<file path="src/rtl/setup_menu_param.sv">
// setup_menu_param
// Keypad-driven editor for N_FIELDS numeric settings. It sits between the
// keypad decoder and the operational controller. Typed decimal digits are
// collected into a BCD entry buffer. The buffer is clamped to the field's
// [MIN,MAX] range when it is applied. '*' moves to the next field, '#'
// commits, and 'C' cancels. An inactivity timeout also aborts the edit.
//
// Ports:
//   clk         clock
//   rst         synchronous active-low reset
//   setup_on    request to enter edit mode (level or pulse)
//   key_value   key code: 0-9 digit, A='*', B='#', C=cancel, D-F ignored
//   key_valid   one-cycle strobe qualifying key_value
//   cfg_out     committed configuration, field i at [i*FIELD_W +: FIELD_W]
//   cfg_ok      one-cycle pulse when a commit completes
//   cfg_abort   one-cycle pulse when an edit is discarded (cancel or timeout)
//   display_en  high while editing
//   disp_field  index of the field being edited
//   disp_bcd    entry buffer if non-empty, else the working field value, in BCD
module setup_menu_param #(
    parameter int N_FIELDS = 4,
    parameter int FIELD_W  = 7,
    parameter int DIGITS   = 2,
    parameter logic [N_FIELDS*FIELD_W-1:0] FIELD_MIN  = {7'd0, 7'd0, 7'd0,  7'd5},
    parameter logic [N_FIELDS*FIELD_W-1:0] FIELD_MAX  = {7'd1, 7'd7, 7'd99, 7'd60},
    parameter logic [N_FIELDS*FIELD_W-1:0] FIELD_INIT = {7'd1, 7'd3, 7'd10, 7'd23},
    parameter int TIMEOUT_CYC = 1000
) (
    input  logic                          clk,
    input  logic                          rst,
    input  logic                          setup_on,
    input  logic [3:0]                    key_value,
    input  logic                          key_valid,
    output logic [N_FIELDS*FIELD_W-1:0]   cfg_out,
    output logic                          cfg_ok,
    output logic                          cfg_abort,
    output logic                          display_en,
    output logic [$clog2(N_FIELDS)-1:0]   disp_field,
    output logic [DIGITS*4-1:0]           disp_bcd
);

    localparam int IDX_W = $clog2(N_FIELDS);
    localparam int BUF_W = DIGITS * 4;
    localparam int CNT_W = $clog2(DIGITS + 1);
    localparam int BIN_W = $clog2(10 ** DIGITS);
    localparam int CMP_W = (BIN_W > FIELD_W) ? BIN_W : FIELD_W;
    localparam int TMR_W = $clog2(TIMEOUT_CYC + 1);

    typedef enum logic {IDLE, EDIT} state_t;

    state_t                        state;
    logic [N_FIELDS*FIELD_W-1:0]   work;
    logic [BUF_W-1:0]              entry_buf;
    logic [CNT_W-1:0]              entry_cnt;
    logic [IDX_W-1:0]              idx;
    logic [TMR_W-1:0]              timer;

    logic [FIELD_W-1:0]            cur_field;
    logic [FIELD_W-1:0]            cur_min;
    logic [FIELD_W-1:0]            cur_max;
    logic [FIELD_W-1:0]            applied;
    logic [N_FIELDS*FIELD_W-1:0]   work_applied;
    logic [IDX_W-1:0]              idx_next;

    // Entry buffer (BCD, most significant digit first) to binary.
    function automatic logic [BIN_W-1:0] bcd_to_bin(input logic [BUF_W-1:0] b);
        logic [BIN_W-1:0] v;
        v = '0;
        for (int d = DIGITS - 1; d >= 0; d--)
            v = BIN_W'(v * BIN_W'(10)) + BIN_W'(b[d*4 +: 4]);
        return v;
    endfunction

    // Clamp at the wider of the two widths, so that an out-of-range entry
    // cannot wrap before the comparison. Truncate to the field width last.
    function automatic logic [FIELD_W-1:0] clamp(input logic [BIN_W-1:0] v,
                                                 input logic [FIELD_W-1:0] lo,
                                                 input logic [FIELD_W-1:0] hi);
        logic [CMP_W-1:0] vv, l, h, r;
        vv = CMP_W'(v);
        l  = CMP_W'(lo);
        h  = CMP_W'(hi);
        if (vv < l)      r = l;
        else if (vv > h) r = h;
        else             r = vv;
        return FIELD_W'(r);
    endfunction

    // Field value to DIGITS BCD digits. Only the low digits are kept.
    function automatic logic [BUF_W-1:0] bin_to_bcd(input logic [FIELD_W-1:0] v);
        logic [FIELD_W-1:0] t;
        logic [BUF_W-1:0]   r;
        t = v;
        r = '0;
        for (int d = 0; d < DIGITS; d++) begin
            r[d*4 +: 4] = 4'(t % FIELD_W'(10));
            t = t / FIELD_W'(10);
        end
        return r;
    endfunction

    assign cur_field = work[idx*FIELD_W +: FIELD_W];
    assign cur_min   = FIELD_MIN[idx*FIELD_W +: FIELD_W];
    assign cur_max   = FIELD_MAX[idx*FIELD_W +: FIELD_W];
    assign applied   = clamp(bcd_to_bin(entry_buf), cur_min, cur_max);
    assign idx_next  = (idx == IDX_W'(N_FIELDS - 1)) ? '0 : idx + IDX_W'(1);

    // Working copy with any pending entry folded into the current field.
    // Both '*' and '#' use it.
    always_comb begin
        work_applied = work;
        if (entry_cnt != '0)
            work_applied[idx*FIELD_W +: FIELD_W] = applied;
    end

    always_ff @(posedge clk) begin
        if (!rst) begin
            state     <= IDLE;
            work      <= FIELD_INIT;
            cfg_out   <= FIELD_INIT;
            entry_buf <= '0;
            entry_cnt <= '0;
            idx       <= '0;
            timer     <= '0;
            cfg_ok    <= 1'b0;
            cfg_abort <= 1'b0;
        end else begin
            cfg_ok    <= 1'b0;
            cfg_abort <= 1'b0;
            case (state)
                IDLE: begin
                    // Any key arriving with setup_on is deliberately lost.
                    if (setup_on) begin
                        state     <= EDIT;
                        work      <= cfg_out;
                        idx       <= '0;
                        entry_buf <= '0;
                        entry_cnt <= '0;
                        timer     <= '0;
                    end
                end
                EDIT: begin
                    if (key_valid) begin
                        timer <= '0;
                        if (key_value <= 4'd9) begin
                            // The new digit becomes the LSD. The oldest digit falls off the top.
                            entry_buf <= (entry_buf << 4) | BUF_W'(key_value);
                            if (entry_cnt != CNT_W'(DIGITS))
                                entry_cnt <= entry_cnt + CNT_W'(1);
                        end else if (key_value == 4'hA) begin
                            work      <= work_applied;
                            idx       <= idx_next;
                            entry_buf <= '0;
                            entry_cnt <= '0;
                        end else if (key_value == 4'hB) begin
                            work      <= work_applied;
                            cfg_out   <= work_applied;
                            cfg_ok    <= 1'b1;
                            state     <= IDLE;
                            entry_buf <= '0;
                            entry_cnt <= '0;
                        end else if (key_value == 4'hC) begin
                            cfg_abort <= 1'b1;
                            state     <= IDLE;
                            entry_buf <= '0;
                            entry_cnt <= '0;
                        end
                    end else if (timer == TMR_W'(TIMEOUT_CYC - 1)) begin
                        cfg_abort <= 1'b1;
                        state     <= IDLE;
                        entry_buf <= '0;
                        entry_cnt <= '0;
                    end else begin
                        timer <= timer + TMR_W'(1);
                    end
                end
                default: state <= IDLE;
            endcase
        end
    end

    assign display_en = (state == EDIT);
    assign disp_field = idx;
    assign disp_bcd   = !display_en        ? '0 :
                        (entry_cnt != '0)  ? entry_buf :
                                             bin_to_bcd(cur_field);

endmodule

</file>
<file path="config.mk">
export PLATFORM = sky130hd
export DESIGN_NAME = setup_menu_param
export DESIGN_NICKNAME = d
export VERILOG_FILES = /design/src/rtl/setup_menu_param.sv
export SDC_FILE = /design/constraint.sdc
export NUM_CORES = 1
export LEC_CHECK = 0
export BUFFER_PORTS_ARGS = -buffer_cell sky130_fd_sc_hd__buf_2
export CORE_MARGIN = 8
export CORE_UTILIZATION = 54
export DETAILED_ROUTE_END_ITERATION = 6
export GPL_ROUTABILITY_DRIVEN = 0
export PLACE_DENSITY = 0.83
export SLEW_MARGIN = 20
export SYNTH_ARGS = -nofsm -noshare
export SYNTH_HDL_FRONTEND = slang
export SYNTH_SLANG_ARGS = --single-unit
</file>
<file path="constraint.sdc">
create_clock -name clk -period 3.8 [get_ports clk]
set_input_delay 0.57 -clock clk [delete_from_list [all_inputs] [get_ports clk]]
set_output_delay 0.57 -clock clk [all_outputs]
set_load 0.05 [all_outputs]
</file>
Word level (Yosys, flattened, before mapping)
Index checks and enable logic that the tools add are counted.

storage, ports and cells
  input bits = 8
  word-level logic and storage cells = 110
  output and inout port bits = 41
  register bits after elaboration = 81

cells by class
  bitwise gates (word level) = 6
  muxes and demuxes = 53
  multipliers = 2
  eq/ne operators = 15
  divide/modulo/power cells = 3
  $add $sub $neg = 5
  reductions and logical operators = 9
  shift-type cells = 5
  $lt $le $gt $ge = 3

operator list
  kind                     count
  $mux 28                  6
  $mux 8                   9
  $pmux 28 s2              1
  $shiftx 28x6->7 const A  2
  $neg 5->34               1
  $shift 7x34->28 const A  1
  $shiftx 7x34->28         1
  $mux 10                  3
  $bwmux 28                1
  $shiftx 28x6->7          1
  $mux 2                   12
  $pmux 10 s2              1
  $pmux 8 s2               1
  $mod 7x4->7 const B      2
  $mux 1                   14
  $mux 7                   2
  $eq 4x4->1 const B       3
  $reduce_and 4->1         3
  $add 10x1->10 const B    1
  $eq 10x10->1 const B     1
  $ne 2x2->1 const B       4
  $or 8x4->8               1
  $pmux 2 s2               2
  $add 7x4->7              1
  other kinds (21)         27

Logic depth before layout (Yosys ltp)
  word-level depth = 13
  depth in mapped cells = 16
  mapped depth without buffers = 15

Worst setup path after synthesis
No wires, ideal clock.

  path type = flip-flop to output port
  start = reg idx[0] (netlist: disp_field[0])
  end = out disp_bcd[7]
  required time = 3230 ps
  stages on the path, launching flop included = 12
  path slack = -833 ps
  buffers on the path = 2
  arrival = 4063 ps
  cell sequence = dfxtp_1 -> buf_6 -> mux4_2 -> clkbuf_1 -> maj3_1 -> a22oi_1 -> ha_1 -> inv_1 -> ha_1 -> nor2_1 -> nand2_1 -> o21ai_0

between the ends
  cells in the longest elaborated chain, start to end = 6

ends and longest elaborated chain
  item                    RTL line  RTL
  start, declared         55        logic [IDX_W-1:0] idx;
  start signal, assigned  152       idx <= idx_next;
  $mul 2x3->5             102       assign cur_field = work[idx*FIELD_W +: FIELD_W];
  $shiftx 28x6->7         102
  $div 7x4->7             97        t = t / FIELD_W'(10);
  $mod 7x4->7             96        r[d*4 +: 4] = 4'(t % FIELD_W'(10));
  $mux 8                  185       (entry_cnt != '0) ? entry_buf :
  $mux 8                  184       assign disp_bcd = !display_en ? '0 :
  end, declared           39        output logic [DIGITS*4-1:0] disp_bcd

No other way between the ends.

Worst setup path in the final report
  start = reg idx[0] (netlist: disp_field[0])
  end = out disp_bcd[2]

between the ends
  cells in the longest elaborated chain, start to end = 5

ends and longest elaborated chain
  item             RTL line
  $mul 2x3->5      102
  $shiftx 28x6->7  102
  $mod 7x4->7      96
  $mux 8           185
  $mux 8           184

No other way between the ends.

==> results.toml <==
[logic_synthesis]
ys_types = 70
yosysMostFrequentCell = "dfxtp_1"
synth_top_area_share_pct = 31.1
ys_ff_latch = 81
synth.largest_area_cell = "dfxtp_1"
synthFlopType = "dfxtp_1"
ys.warnings.count = 0
synth_seq_area_share_pct = 31.1
syn_avg_cell_area_um2 = 8.39
ys_top_cells_by_area = "dfxtp_1 (31%), ha_1 (6.9%), nand2_1 (4.9%)"
synth-edff-count = 0
syn_nets = 661
synth_common_cells = "dfxtp_1 (81), nand2_1 (68), o21ai_0 (39)"
synth_cells = 622
synth_area_um2 = 5220
async_flop_share_pct = 0

[clocking]
cts_sinks = 81
htree_levels = 3
cts_made_buffers = 9
cts_tree = "built"
clk_latency_ns = 0.35
cts-root-buf = "clkbuf_8"
clock_path_buffers = 2
clkTransAtPathRegs_ns = 0.08

[layout]
instances_no_fill = 814
syn_to_final_growth_pct = 21.0
final_area_um2 = 6320
drive_gt1_share_pct = 25.1
nets = 717
antenna_cells = 0

[worst_setup_path]
worstPathArrival_ns = 3.33
path_buf_inv = 3
endpoint_kind = "output pin"
worstSetupStartpointType = "register"
crit_path_top_delay_cell = "mux4_2"
path_cells = "mux4_2, buf_6, a21oi_4, o21ai_2, a222oi_1, ha_2, inv_2, a32oi_4, mux2_4, o21ai_4, buf_6"
crit_family = "compound AO/OA/AOI/OAI gates"
path_max_fanout = 8
crit_type = "reg -> out"
critPathMaxStageDelay_ns = 0.57
cp.required_ns = 3.23
cp_common_cell = "buf_6"

[detailed_routing]
drt_iter0_drc = 563
wl_per_cell_um = 18.6
dr.pass1.iters = 5
routed_wl_mm = 15.2
vias_per_cell = 6.28
vias = 5111
ant_nets = 0
drc = 0

[global_routing]
antenna_found_initial = 0
grt_pass1_vias = 4904
grt_pass1_wl_mm = 24.2
grt_use_total_pct = 22.6
grt_max_degree = 63
grt-ovfl-total = 0

[timing]
min_period_over_period_pct = 103
fin_ws_ns = -0.0971
rsz0062_at_grt = "yes"
slew_headroom_pct = 46.0
fmax_mhz = 257
final.setup.tns_ns = -0.187
slew_violations = 0
whs_ns = 0.504
tightest_slew_ns = 0.811
finalHoldViolCount = 0
period_needed_ns = 3.90
setup_viol = 5
skew_ns = 0.00625

[power_and_ir_drop]
p_per_area_nw_per_um2 = 324
p_leak_nw = 2.69
peakVddDrop_mv = 0.239

[placement]
dpl_cell_area_um2 = 5680
io_buffers = 48
post-place-ws_ns = 0.0562
hpwlAfterDp_mm = 10.2
place_inst = 785

[floorplan]
core_area_um2 = 9590
io_pins = 49
die_w_um = 114
fp.dieH_um = 114
die_area_um2 = 13100
initial_core_util_pct = 54.4
num_rows = 36

[hold_path]
hold_path.class = "reg -> reg"

[run_status]
outcome = "finished, violations left"
failed_checks = "negative setup slack"

[flow_run]
maxCapViolations = 0
==> worst register-to-register path, cell delays in order, from the launching register on <==
cell and delay (ns):
dfxtp_1 0.32, ha_1 0.29, ha_2 0.20, fa_2 0.62, nand3_2 0.10, xnor2_2 0.16, ha_1 0.30, nand4_1 0.12
a21oi_1 0.06, o31ai_2 0.30, buf_4 0.17, clkdlybuf4s15_2 0.31, nor2_1 0.11, o22a_1 0.27, a22oi_1 0.24, o21ai_0 0.12
==> sequential cells by signal, summed over array words and instances, names as in the netlist <==
| name | count |
|---|---|
| disp_field | 2 |
| entry_cnt | 2 |
| work | 28 |
| display_en | 1 |
| cfg_out | 28 |
| cfg_abort | 1 |
| entry_buf | 8 |
| timer | 10 |
| cfg_ok | 1 |
==> logic make-up after synthesis <==
group	share of synthesized area, %
DFF	31.1
muxes	6.13
xor gates and xnor gates	2.85
AOI/OAI and AO/OA	24.9
and+or+nand+nor	22.2
buffers and inverters	4.91
adders and majority gates	7.91
==> path summary, 6_finish.rpt <==
check,start,to,slack (ns),cells past startpoint
worst min-delay path,work[12],work[12],0.50,2
worst min register to register,work[12],work[12],0.50,2
worst max-delay path,disp_field[0],disp_bcd[2],-0.1,11
worst max register to register,entry_buf[5],work[27],0.02,15
==> stage by stage <==
stage	util [%]	power [mW]
after global placement	59.2	1.35
final	65.8	2.05
after detailed placement	59.2	1.37
after global routing	65.8	2.14
after CTS	62.8	2.01
after floorplan	-	1.26
==> layer usage <==
metal	share of wire [%]	global-route usage, %
met1	42	28.9
met4	2.9	9.41
met3	7.1	4.22
met5	0	0
met2	48	36.3
==> layout by cell type, fill, tap and decap left out, drive strengths merged, types with 4 or more instances in the layout <==
| cell | Yosys | layout |
|---|---|---|
| buf | 6 | 87 |
| dfxtp | 81 | 81 |
| nand2 | 69 | 69 |
| o21ai | 40 | 40 |
| nor2 | 35 | 35 |
| a21oi | 31 | 31 |
| ha | 29 | 29 |
| nor2b | 27 | 27 |
| a22oi | 24 | 24 |
| inv | 18 | 18 |
| nand3 | 16 | 16 |
| a21o | 14 | 14 |
| clkbuf | 37 | 12 |
| o211ai | 11 | 11 |
| mux2i | 11 | 11 |
| or3 | 10 | 10 |
| o211a | 10 | 10 |
| xor2 | 10 | 10 |
| and2 | 10 | 10 |
| nor3b | 8 | 8 |
| a21boi | 8 | 8 |
| nand4 | 7 | 7 |
| o21a | 7 | 7 |
| xnor2 | 7 | 7 |
| a221oi | 7 | 7 |
| a31oi | 7 | 7 |
| and4b | 6 | 6 |
| nand2b | 6 | 6 |
| mux4 | 6 | 6 |
| mux2 | 6 | 6 |
| nand3b | 5 | 5 |
| and3 | 5 | 5 |
| nor3 | 5 | 5 |
| a2bb2oi | 5 | 5 |
| nor4 | 4 | 4 |
==> layout make-up <==
cell class | instances | area (um2)
Fill cell | 740 | 3280
Multi-Input combinational cell | 480 | 3670
Sequential cell | 81 | 1630
Clock buffer | 12 | 166
Inverter | 18 | 67.6
Tap cell | 133 | 166
Timing Repair Buffer | 88 | 598
Clock inverter | 2 | 12.5
==> repair_timing <==
item | in CTS | in global routing
buffers inserted | 10 | 4
resized for setup | 26 | 53
hold buffers | 0 | 0
cloned | 0 | 1
pin swaps | 10 | 13
endpoints found under the setup margin | 5 | 34
==> power by group <==
| group | internal [mW] | switching [mW] | leakage (nW) | total, mW |
|---|---|---|---|---|
| sequential | 0.872 | 0.0301 | 0.658 | 0.902 |
| clock | 0.287 | 0.302 | 0.0895 | 0.589 |
| combinational | 0.231 | 0.326 | 1.95 | 0.557 |
Note: power is estimated with default switching activity, not from simulation.
